## src/rtl/display_timing_gen.sv

```systemverilog
// Purpose : raster timing generator for the ILI9341 RGB interface; walks nested
//           H/V sync -> back porch -> active -> front porch state machines and
//           produces the pixel coordinates and panel strobes.
// Latency : zero added latency. Every output is registered from the next-state
//           values, so it reflects the current dot on the edge the dot begins.
// Backpressure: none. The raster runs freely and loops with no gap between frames.
//
// Ports:
//   clk               system clock; one dot lasts CLKS_PER_PIXEL clocks
//   reset             asynchronous, active-high; returns the raster to dot (0,0)
//   display_x/y       active column/row, 0 outside the active region
//   in_display_region high while both machines are in their ACTIVE state
//   de                panel data enable, same value as in_display_region
//   hsync_n/vsync_n   panel syncs, active low
//   frame_start       one-clock pulse in the first dot of every frame
//   frame_count       16-bit wrapping frame counter, present only when
//                     DISPLAY_TIMING_FRAME_COUNT_EN is defined
//
// Optional feature macro: DISPLAY_TIMING_FRAME_COUNT_EN

module display_timing_gen #(
    parameter int DISPLAY_WIDTH  = 240,
    parameter int DISPLAY_HEIGHT = 320,
    parameter int H_SYNC         = 10,
    parameter int H_BACK         = 20,
    parameter int H_FRONT        = 10,
    parameter int V_SYNC         = 2,
    parameter int V_BACK         = 2,
    parameter int V_FRONT        = 4,
    parameter int CLKS_PER_PIXEL = 4,
    parameter int WIDTH_BITS     = $clog2(DISPLAY_WIDTH),
    parameter int HEIGHT_BITS    = $clog2(DISPLAY_HEIGHT)
) (
    input  logic                   clk,
    input  logic                   reset,
    output logic [WIDTH_BITS-1:0]  display_x,
    output logic [HEIGHT_BITS-1:0] display_y,
    output logic                   in_display_region,
    output logic                   de,
    output logic                   hsync_n,
    output logic                   vsync_n,
    output logic                   frame_start
`ifdef DISPLAY_TIMING_FRAME_COUNT_EN
    ,
    output logic [15:0]            frame_count
`endif
);

    // ------------------------------------------------------------------
    // Counter sizing: each counter must hold the longest state length - 1.
    // ------------------------------------------------------------------
    function automatic int max4(input int a, input int b, input int c, input int d);
        int m;
        m = a;
        if (b > m) m = b;
        if (c > m) m = c;
        if (d > m) m = d;
        return m;
    endfunction

    localparam int H_MAX       = max4(H_SYNC, H_BACK, DISPLAY_WIDTH, H_FRONT);
    localparam int V_MAX       = max4(V_SYNC, V_BACK, DISPLAY_HEIGHT, V_FRONT);
    localparam int H_CNT_BITS  = (H_MAX > 1) ? $clog2(H_MAX) : 1;
    localparam int V_CNT_BITS  = (V_MAX > 1) ? $clog2(V_MAX) : 1;
    localparam int PHASE_BITS  = (CLKS_PER_PIXEL > 1) ? $clog2(CLKS_PER_PIXEL) : 1;

    localparam logic [PHASE_BITS-1:0] PHASE_LAST = PHASE_BITS'(CLKS_PER_PIXEL - 1);

    localparam logic [H_CNT_BITS-1:0] H_SYNC_LAST   = H_CNT_BITS'(H_SYNC - 1);
    localparam logic [H_CNT_BITS-1:0] H_BACK_LAST   = H_CNT_BITS'(H_BACK - 1);
    localparam logic [H_CNT_BITS-1:0] H_ACTIVE_LAST = H_CNT_BITS'(DISPLAY_WIDTH - 1);
    localparam logic [H_CNT_BITS-1:0] H_FRONT_LAST  = H_CNT_BITS'(H_FRONT - 1);

    localparam logic [V_CNT_BITS-1:0] V_SYNC_LAST   = V_CNT_BITS'(V_SYNC - 1);
    localparam logic [V_CNT_BITS-1:0] V_BACK_LAST   = V_CNT_BITS'(V_BACK - 1);
    localparam logic [V_CNT_BITS-1:0] V_ACTIVE_LAST = V_CNT_BITS'(DISPLAY_HEIGHT - 1);
    localparam logic [V_CNT_BITS-1:0] V_FRONT_LAST  = V_CNT_BITS'(V_FRONT - 1);

    typedef enum logic [1:0] {
        H_SYNC_S   = 2'd0,
        H_BACK_S   = 2'd1,
        H_ACTIVE_S = 2'd2,
        H_FRONT_S  = 2'd3
    } h_state_t;

    typedef enum logic [1:0] {
        V_SYNC_S   = 2'd0,
        V_BACK_S   = 2'd1,
        V_ACTIVE_S = 2'd2,
        V_FRONT_S  = 2'd3
    } v_state_t;

    // ------------------------------------------------------------------
    // State registers
    // ------------------------------------------------------------------
    logic [PHASE_BITS-1:0]  r_phase;
    h_state_t               r_h_state;
    v_state_t               r_v_state;
    logic [H_CNT_BITS-1:0]  r_h_cnt;
    logic [V_CNT_BITS-1:0]  r_v_cnt;

    logic [WIDTH_BITS-1:0]  r_display_x;
    logic [HEIGHT_BITS-1:0] r_display_y;
    logic                   r_de;
    logic                   r_hsync_n;
    logic                   r_vsync_n;
    logic                   r_frame_start;

    // ------------------------------------------------------------------
    // Next-state logic
    // ------------------------------------------------------------------
    logic                   w_dot_end;
    logic                   w_h_last;
    logic                   w_v_last;
    logic [PHASE_BITS-1:0]  w_phase_nxt;
    h_state_t               w_h_state_nxt;
    v_state_t               w_v_state_nxt;
    logic [H_CNT_BITS-1:0]  w_h_cnt_nxt;
    logic [V_CNT_BITS-1:0]  w_v_cnt_nxt;
    logic                   w_de_nxt;
    logic [WIDTH_BITS-1:0]  w_x_nxt;
    logic [HEIGHT_BITS-1:0] w_y_nxt;
    logic                   w_fs_nxt;

    always_comb begin
        // The dot boundary is the edge on which phase wraps to 0.
        w_dot_end   = (r_phase == PHASE_LAST);
        w_phase_nxt = w_dot_end ? '0 : r_phase + 1'b1;

        case (r_h_state)
            H_SYNC_S:   w_h_last = (r_h_cnt == H_SYNC_LAST);
            H_BACK_S:   w_h_last = (r_h_cnt == H_BACK_LAST);
            H_ACTIVE_S: w_h_last = (r_h_cnt == H_ACTIVE_LAST);
            H_FRONT_S:  w_h_last = (r_h_cnt == H_FRONT_LAST);
            default:    w_h_last = 1'b1;
        endcase

        case (r_v_state)
            V_SYNC_S:   w_v_last = (r_v_cnt == V_SYNC_LAST);
            V_BACK_S:   w_v_last = (r_v_cnt == V_BACK_LAST);
            V_ACTIVE_S: w_v_last = (r_v_cnt == V_ACTIVE_LAST);
            V_FRONT_S:  w_v_last = (r_v_cnt == V_FRONT_LAST);
            default:    w_v_last = 1'b1;
        endcase

        w_h_state_nxt = r_h_state;
        w_h_cnt_nxt   = r_h_cnt;
        w_v_state_nxt = r_v_state;
        w_v_cnt_nxt   = r_v_cnt;

        if (w_dot_end) begin
            if (w_h_last) begin
                w_h_cnt_nxt = '0;
                case (r_h_state)
                    H_SYNC_S:   w_h_state_nxt = H_BACK_S;
                    H_BACK_S:   w_h_state_nxt = H_ACTIVE_S;
                    H_ACTIVE_S: w_h_state_nxt = H_FRONT_S;
                    H_FRONT_S:  w_h_state_nxt = H_SYNC_S;
                    default:    w_h_state_nxt = H_SYNC_S;
                endcase

                // A line ends on the boundary that leaves the front porch;
                // only then does the vertical machine move.
                if (r_h_state == H_FRONT_S) begin
                    if (w_v_last) begin
                        w_v_cnt_nxt = '0;
                        case (r_v_state)
                            V_SYNC_S:   w_v_state_nxt = V_BACK_S;
                            V_BACK_S:   w_v_state_nxt = V_ACTIVE_S;
                            V_ACTIVE_S: w_v_state_nxt = V_FRONT_S;
                            V_FRONT_S:  w_v_state_nxt = V_SYNC_S;
                            default:    w_v_state_nxt = V_SYNC_S;
                        endcase
                    end else begin
                        w_v_cnt_nxt = r_v_cnt + 1'b1;
                    end
                end
            end else begin
                w_h_cnt_nxt = r_h_cnt + 1'b1;
            end
        end

        // Output decode from next-state values so registered outputs carry no lag.
        w_de_nxt = (w_h_state_nxt == H_ACTIVE_S) && (w_v_state_nxt == V_ACTIVE_S);
        w_x_nxt  = w_de_nxt ? w_h_cnt_nxt[WIDTH_BITS-1:0]  : '0;
        w_y_nxt  = w_de_nxt ? w_v_cnt_nxt[HEIGHT_BITS-1:0] : '0;

        // The pulse is taken from the first clock of dot (0,0) (the reset state
        // included), so it appears on the clock right after reset release and
        // once per frame after that, still inside dot (0,0).
        w_fs_nxt = (r_phase == '0) && (r_h_state == H_SYNC_S) && (r_v_state == V_SYNC_S)
                   && (r_h_cnt == '0) && (r_v_cnt == '0);
    end

    // ------------------------------------------------------------------
    // Registers
    // ------------------------------------------------------------------
    always_ff @(posedge clk or posedge reset) begin
        if (reset) begin
            r_phase       <= '0;
            r_h_state     <= H_SYNC_S;
            r_v_state     <= V_SYNC_S;
            r_h_cnt       <= '0;
            r_v_cnt       <= '0;
            r_display_x   <= '0;
            r_display_y   <= '0;
            r_de          <= 1'b0;
            r_hsync_n     <= 1'b0;
            r_vsync_n     <= 1'b0;
            r_frame_start <= 1'b0;
        end else begin
            r_phase       <= w_phase_nxt;
            r_h_state     <= w_h_state_nxt;
            r_v_state     <= w_v_state_nxt;
            r_h_cnt       <= w_h_cnt_nxt;
            r_v_cnt       <= w_v_cnt_nxt;
            r_display_x   <= w_x_nxt;
            r_display_y   <= w_y_nxt;
            r_de          <= w_de_nxt;
            r_hsync_n     <= (w_h_state_nxt != H_SYNC_S);
            r_vsync_n     <= (w_v_state_nxt != V_SYNC_S);
            r_frame_start <= w_fs_nxt;
        end
    end

`ifdef DISPLAY_TIMING_FRAME_COUNT_EN
    logic [15:0] r_frame_count;

    // Advances on the same edge that raises frame_start, so the value already
    // reads 1 while the first frame's pulse is high; wraps naturally at 16 bits.
    always_ff @(posedge clk or posedge reset) begin
        if (reset) begin
            r_frame_count <= '0;
        end else if (w_fs_nxt) begin
            r_frame_count <= r_frame_count + 16'd1;
        end
    end

    assign frame_count = r_frame_count;
`endif

    assign display_x         = r_display_x;
    assign display_y         = r_display_y;
    assign in_display_region = r_de;
    assign de                = r_de;
    assign hsync_n           = r_hsync_n;
    assign vsync_n           = r_vsync_n;
    assign frame_start       = r_frame_start;

endmodule

```

## config.mk

```make
export PLATFORM = sky130hd
export DESIGN_NAME = display_timing_gen
export DESIGN_NICKNAME = d
export VERILOG_FILES = /design/src/rtl/display_timing_gen.sv
export SDC_FILE = /design/constraint.sdc
export NUM_CORES = 1
export LEC_CHECK = 0
export CAP_MARGIN = 20
export CORE_ASPECT_RATIO = 1.4
export CORE_MARGIN = 3
export CORE_UTILIZATION = 50
export CTS_CLUSTER_DIAMETER = 100
export DETAILED_ROUTE_END_ITERATION = 10
export PLACE_DENSITY_LB_ADDON = 0.2
export REMOVE_ABC_BUFFERS = 1
export SLEW_MARGIN = 0
export SYNTH_ARGS = -nofsm -noshare
export SYNTH_HDL_FRONTEND = slang
export SYNTH_SLANG_ARGS = --single-unit
```

## constraint.sdc

```tcl
create_clock -name clk -period 2.1 [get_ports clk]
set_input_delay 0.315 -clock clk [delete_from_list [all_inputs] [get_ports clk]]
set_output_delay 0.315 -clock clk [all_outputs]
set_load 0.05 [all_outputs]
```

# After elaboration in Yosys (flattened, before gate mapping)
# Cells that the tools add are included.
totals:
  wordCells: 62
  regBits: 44
op_classes:
  mux: 19
  n_addsub: 3
  reduce_logical: 14
  n_eq_ne: 15
op_table:
  columns: ["cell", "n"]
  rows:
  - ["9-bit 2-to-1 mux", 5]
  - ["8-bit 2-to-1 mux", 3]
  - ["2-bit case mux with 4 select lines", 2]
  - ["2-bit equality test, second input constant", 7]
  - ["2-bit 2-to-1 mux", 7]
  - ["9-bit by 1-bit adder with 9-bit output, second input constant", 1]
  - ["9-bit by 1-bit equality test with 1-bit output, second input constant", 1]
  - ["9-bit by 2-bit equality test with 1-bit output, second input constant", 1]
  - ["9-bit equality test, second input constant", 1]
  - ["9-bit zero test", 1]
  - ["8-bit by 1-bit adder with 8-bit output, second input constant", 1]
  - ["8-bit by 4-bit equality test with 1-bit output, second input constant", 1]
  - ["8-bit by 5-bit equality test with 1-bit output, second input constant", 1]
  - ["8-bit equality test, second input constant", 1]
  - ["8-bit zero test", 1]
  - ["2-bit zero test", 3]
  - ["1-bit case mux with 3 select lines", 2]
  - ["1-bit logical AND", 5]
  - ["2-bit by 1-bit equality test with 1-bit output, second input constant", 2]
  - ["2-bit nonzero test", 2]
  - ["2-bit OR reduction", 2]
  - ["2-bit by 1-bit adder with 2-bit output, second input constant", 1]

# Longest topological paths before layout
logic_depth:
  ltp_word: 10
  mapped_depth: 8

# Worst setup path before layout
# No wires, ideal clock.
synth_timing:
  kind: "reg-to-reg"
  start: "reg r_v_state[0]"
  end: "reg r_display_x[0] (netlist: display_x[0])"
  arrival_ns: 2.168
  path_stages_with_launch: 9
  synth_period_minus_slack_ns: 2.287
  t_required_ns: 1.981
  slack_ns: -0.187
  path_buffers: 0
  path_cell_list: "dfrtp_1 -> inv_1 -> ha_1 -> or3_1 -> a211o_1 -> o311a_1 -> o311ai_2 -> inv_2 -> and2_1"
synth_via:
  elab_chain_len: 10
  word_cells_on_any_way: 14
synth_rtl:
  columns: ["item", "line_no", "source"]
  rows:
  - ["start, declared", "98", "v_state_t r_v_state;"]
  - ["start signal, assigned", "214", "r_v_state <= w_v_state_nxt;"]
  - ["2-bit by 1-bit equality test with 1-bit output / 2-bit zero test (equally long branches)", "138, 167", null]
  - ["2-bit OR reduction (no line)", null, null]
  - ["1-bit case mux with 3 select lines", "138", "case (r_v_state)"]
  - ["2-bit 2-to-1 mux", "165", "if (w_v_last) begin"]
  - ["2-bit 2-to-1 mux", "164", "if (r_h_state == H_FRONT_S) begin"]
  - ["2-bit 2-to-1 mux", "152", "if (w_h_last) begin"]
  - ["2-bit 2-to-1 mux (*)", "151", "if (w_dot_end) begin"]
  - ["2-bit equality test (*)", "184", "w_de_nxt = (w_h_state_nxt == H_ACTIVE_S) && (w_v_state_nxt == V_ACTIVE_S);"]
  - ["1-bit logical AND (*)", "184", null]
  - ["net w_de_nxt", "120", "logic w_de_nxt;"]
  - ["8-bit 2-to-1 mux (*)", "185", "w_x_nxt = w_de_nxt ? w_h_cnt_nxt[WIDTH_BITS-1:0] : '0;"]
  - ["net w_x_nxt[0]", "121", "logic [WIDTH_BITS-1:0] w_x_nxt;"]
  - ["end signal, assigned", "217", "r_display_x <= w_x_nxt;"]
  - ["end, declared", "102", "logic [WIDTH_BITS-1:0] r_display_x;"]
# Mark *: on every way through the listed nets, which the timed path passes. The rest lies on a longest branch.

# Final worst setup path
layout_timing:
  start: "reg r_v_state[0]"
  end: "reg r_display_x[7] (netlist: display_x[7])"
layout_via:
  elab_chain_len: 10
  word_cells_on_any_way: 14
layout_rtl:
  columns: ["item", "line_no"]
  rows:
  - ["2-bit by 1-bit equality test with 1-bit output / 2-bit zero test (equally long branches)", "138, 167"]
  - ["2-bit OR reduction (no line)", null]
  - ["1-bit case mux with 3 select lines", "138"]
  - ["2-bit 2-to-1 mux", "165"]
  - ["2-bit 2-to-1 mux", "164"]
  - ["2-bit 2-to-1 mux", "152"]
  - ["2-bit 2-to-1 mux (*)", "151"]
  - ["2-bit equality test (*)", "184"]
  - ["1-bit logical AND (*)", "184"]
  - ["8-bit 2-to-1 mux (*)", "185"]
  - ["net w_x_nxt[7]", "121"]
# Marks and branches as above.

==> results.cfg <==
[drt]
via_per_inst = 5.43
first_pass_iters = 4
routed.top_layer = met4
met3_length_um = 203
antenna_left = 0
drt-initial-drc-count = 127
drc = 0
vias = 1869
wl_met2_um = 2750
wl_met1_um = 2020
routedWlPerCell_um = 14.8
wl_um = 5100

[critical_path]
reg2reg_to = display_x[7]$_DFF_PP0_
required_ns = 2.28
max_stage_delay_ns = 0.41
crit_path_top_delay_cell = dfrtp_1
cp-start-kind = flip-flop
crit_path_max_fanout = 5
cp.buffers_inverters = 3
rr_worst_depth = 9
worst_ep_arrival_time_ns = 2.56
reg2reg_slack_ns = -0.29
cp_top_family = compound AO/OA/AOI/OAI gates
path_cells = inv_2 -> ha_2 -> or3_4 -> a211o_1 -> o311a_1 -> o311ai_4 -> buf_6 -> buf_6 -> nor3_1
rr_startpoint = r_v_state[0]$_DFF_PP0_
crit_top_cell = buf_6
crit_path_end_kind = flip-flop
path_class = flip-flop to flip-flop

[logic_synthesis]
ys.flop_type = dfrtp_1
syn_inst = 214
syn_area_um2 = 2240
seq_area_frac_synth_pct = 49.1
async_reset_ff_share_pct = 100
syn-mean-instance-area_um2 = 10.5
synth.distinct_cells = 52
synth_edf_count = 0
yosys_warnings = 0
ys_seq_elements = 44

[timing]
post-route-min-period_ns = 2.39
final_hold_viol_count = 0
slew_violations = 0
whs_ns = 0.343
worst_pin_slew_ns = 0.681
setup_violations = 24
fmax_mhz = 419
finClkSkew_ns = 0.00460
rsz0062_at_grt = yes
tns_ns = -4.70
layout_setup_ws_ns = -0.287
relSlewSlack_pct = 54.4
fin_crit_sh_pct = 114

[cts]
ctsHoldBuffers = 0
clock-sinks = 44
cts_root_buf = clkbuf_8
htreeDepth = 2
clockBufferDepth = 2
clk_pin_slew_ns = 0.08
cts_buffers = 5
clk_latency_ns = 0.29
cts_tree = built

[grt]
track_usage_pct = 20.1
grt_pass1_wl_um = 8390
grt_pass1_vias = 1904
grt.overflow.total = 0
grt_max_degree = 27
antenna_found_initial = 0

[floorplan]
die_h_um = 85.2
dieWidth_um = 62.6
rows = 28
die-area_um2 = 5330
core_um2 = 4270
initial_utilization_pct = 52.4
io_pins = 24

[layout]
fill_cells = 312
antenna_cells = 0
syn2layout_area_growth_pct = 38.2
drive_gt1_share_pct = 33.1
fin_area_um2 = 3100
finalNetCount = 300

[placement]
placed_area_um2 = 2820
gp_congestion = 0.866
hpwl_um = 3600
io_buffers = 23
pre_cts_ws_ns = -0.282

[pwr]
ir_drop_mv = 0.418
power-per-cell-area_nw_per_um2 = 438
p_leak_nw = 1.39

[status]
outcome = finished, violations left
violations = negative setup slack

[worst_hold_path]
hp-class = input port to asynchronous set/reset pin

[job]
drv_cap = 0
-- synthesized netlist by cell type, types with 4 or more instances --
master   number  area, um^2
nor4_1        4        25.0
and2_1        6        37.5
nand3_1       5        25.0
nor3_1       11        55.1
a21oi_1       5        25.0
o21ai_0       9        45.0
inv_1        11        41.3
dfrtp_1      44        1100
nand2_1      26        97.6
xnor2_1       6        52.6
nor2_1       15        56.3
nand4_1       5        31.3
ha_1         14         175
-- worst max path at each step --
stage                     slack (ns)                    from                endpoint  depth (start not counted)
final                          -0.29  r_v_state[0]$_DFF_PP0_  display_x[7]$_DFF_PP0_                          9
after global routing           -0.35  r_v_state[0]$_DFF_PP0_  display_y[8]$_DFF_PP0_                         10
after CTS                      -0.24  r_v_state[0]$_DFF_PP0_  display_x[7]$_DFF_PP0_                          9
after detailed placement       -0.28  r_v_state[0]$_DFF_PP0_  display_x[7]$_DFF_PP0_                          8
after global placement         -0.18  r_v_state[0]$_DFF_PP0_  display_y[5]$_DFF_PP0_                          8
after floorplan                -0.53  r_v_state[0]$_DFF_PP0_  display_x[0]$_DFF_PP0_                          8
-- worst register-to-register path: stages (launching register included) --
cell and delay (ns):
dfrtp_1 0.41, inv_2 0.07, ha_2 0.19, or3_4 0.33
a211o_1 0.28, o311a_1 0.33, o311ai_4 0.34, buf_6 0.16
buf_6 0.11, nor3_1 0.06
-- cell families after synthesis --
| kind of cell | Yosys count | share of synthesized area (%) |
|---|---|---|
| AO/OA/AOI/OAI | 40 | 13.6 |
| XOR/XNOR | 8 | 3.13 |
| adder cells (fa/ha/maj) | 14 | 7.82 |
| buffers and inverters | 17 | 3.68 |
| flip-flops | 44 | 49.1 |
| multiplexers | 2 | 0.949 |
| AND/OR/NAND/NOR | 89 | 21.7 |
-- layer usage --
layer  up-vias  GRT usage (%)
met1       899           22.4
met4         0           10.2
met5         -              0
met3        11           4.64
met2        57           35.6
li1        902              -
-- power breakdown --
part / internal [W] / leakage (nW) / switching (W) / total [W]
clock network: 0.000226 / 0.0410 / 0.000262 / 0.000488
logic: 0.00000547 / 0.751 / 0.0000161 / 0.0000216
registers: 0.000847 / 0.595 / 0 / 0.000847
-- timing repair --
item	4_1_cts	5_1_grt
gates resized for setup	22	18
setup endpoints to repair	26	30
hold endpoints to repair	0	0
cloned	1	0
setup buffers	3	1
pin swaps	8	2
-- flip-flops by register name, indices dropped and copies added (netlist names), 2 cells and up --
signal	flops
display_y	9
r_v_cnt	9
display_x	8
r_h_cnt	8
r_h_state	2
r_phase	2
r_v_state	2
-- cell type report --
| cell class | instances | area, um^2 | area share, % |
|---|---|---|---|
| Multi-Input combinational cell | 153 | 1200 | 38.8 |
| Sequential cell | 44 | 1100 | 35.6 |
| Timing Repair Buffer | 68 | 596 | 19.2 |
| Tap cell | 60 | 75.1 | 2.42 |
| Clock buffer | 6 | 72.6 | 2.34 |
| Inverter | 12 | 45.0 | 1.45 |
| Clock inverter | 1 | 5.00 | 0.162 |
-- stage by stage --
stage	util [%]	cells	power (W)
after floorplan	-	209	0.000876
after global placement	66.0	332	0.000886
after detailed placement	66.0	332	0.000887
after CTS	70.8	343	0.00137
after global routing	72.5	344	0.00140
final	72.5	344	0.00136
-- cells in the final DEF, fill, tap and decap left out, drive strengths merged, types with 7 or more instances in the layout --
cell	instances
nand2	27
inv	11
nor2	16
dfrtp	44
a21oi	7
clkdlybuf4s50	23
buf	45
o21ai	10
ha	14
nor3	11
Power figures use the tool's default switching activity.
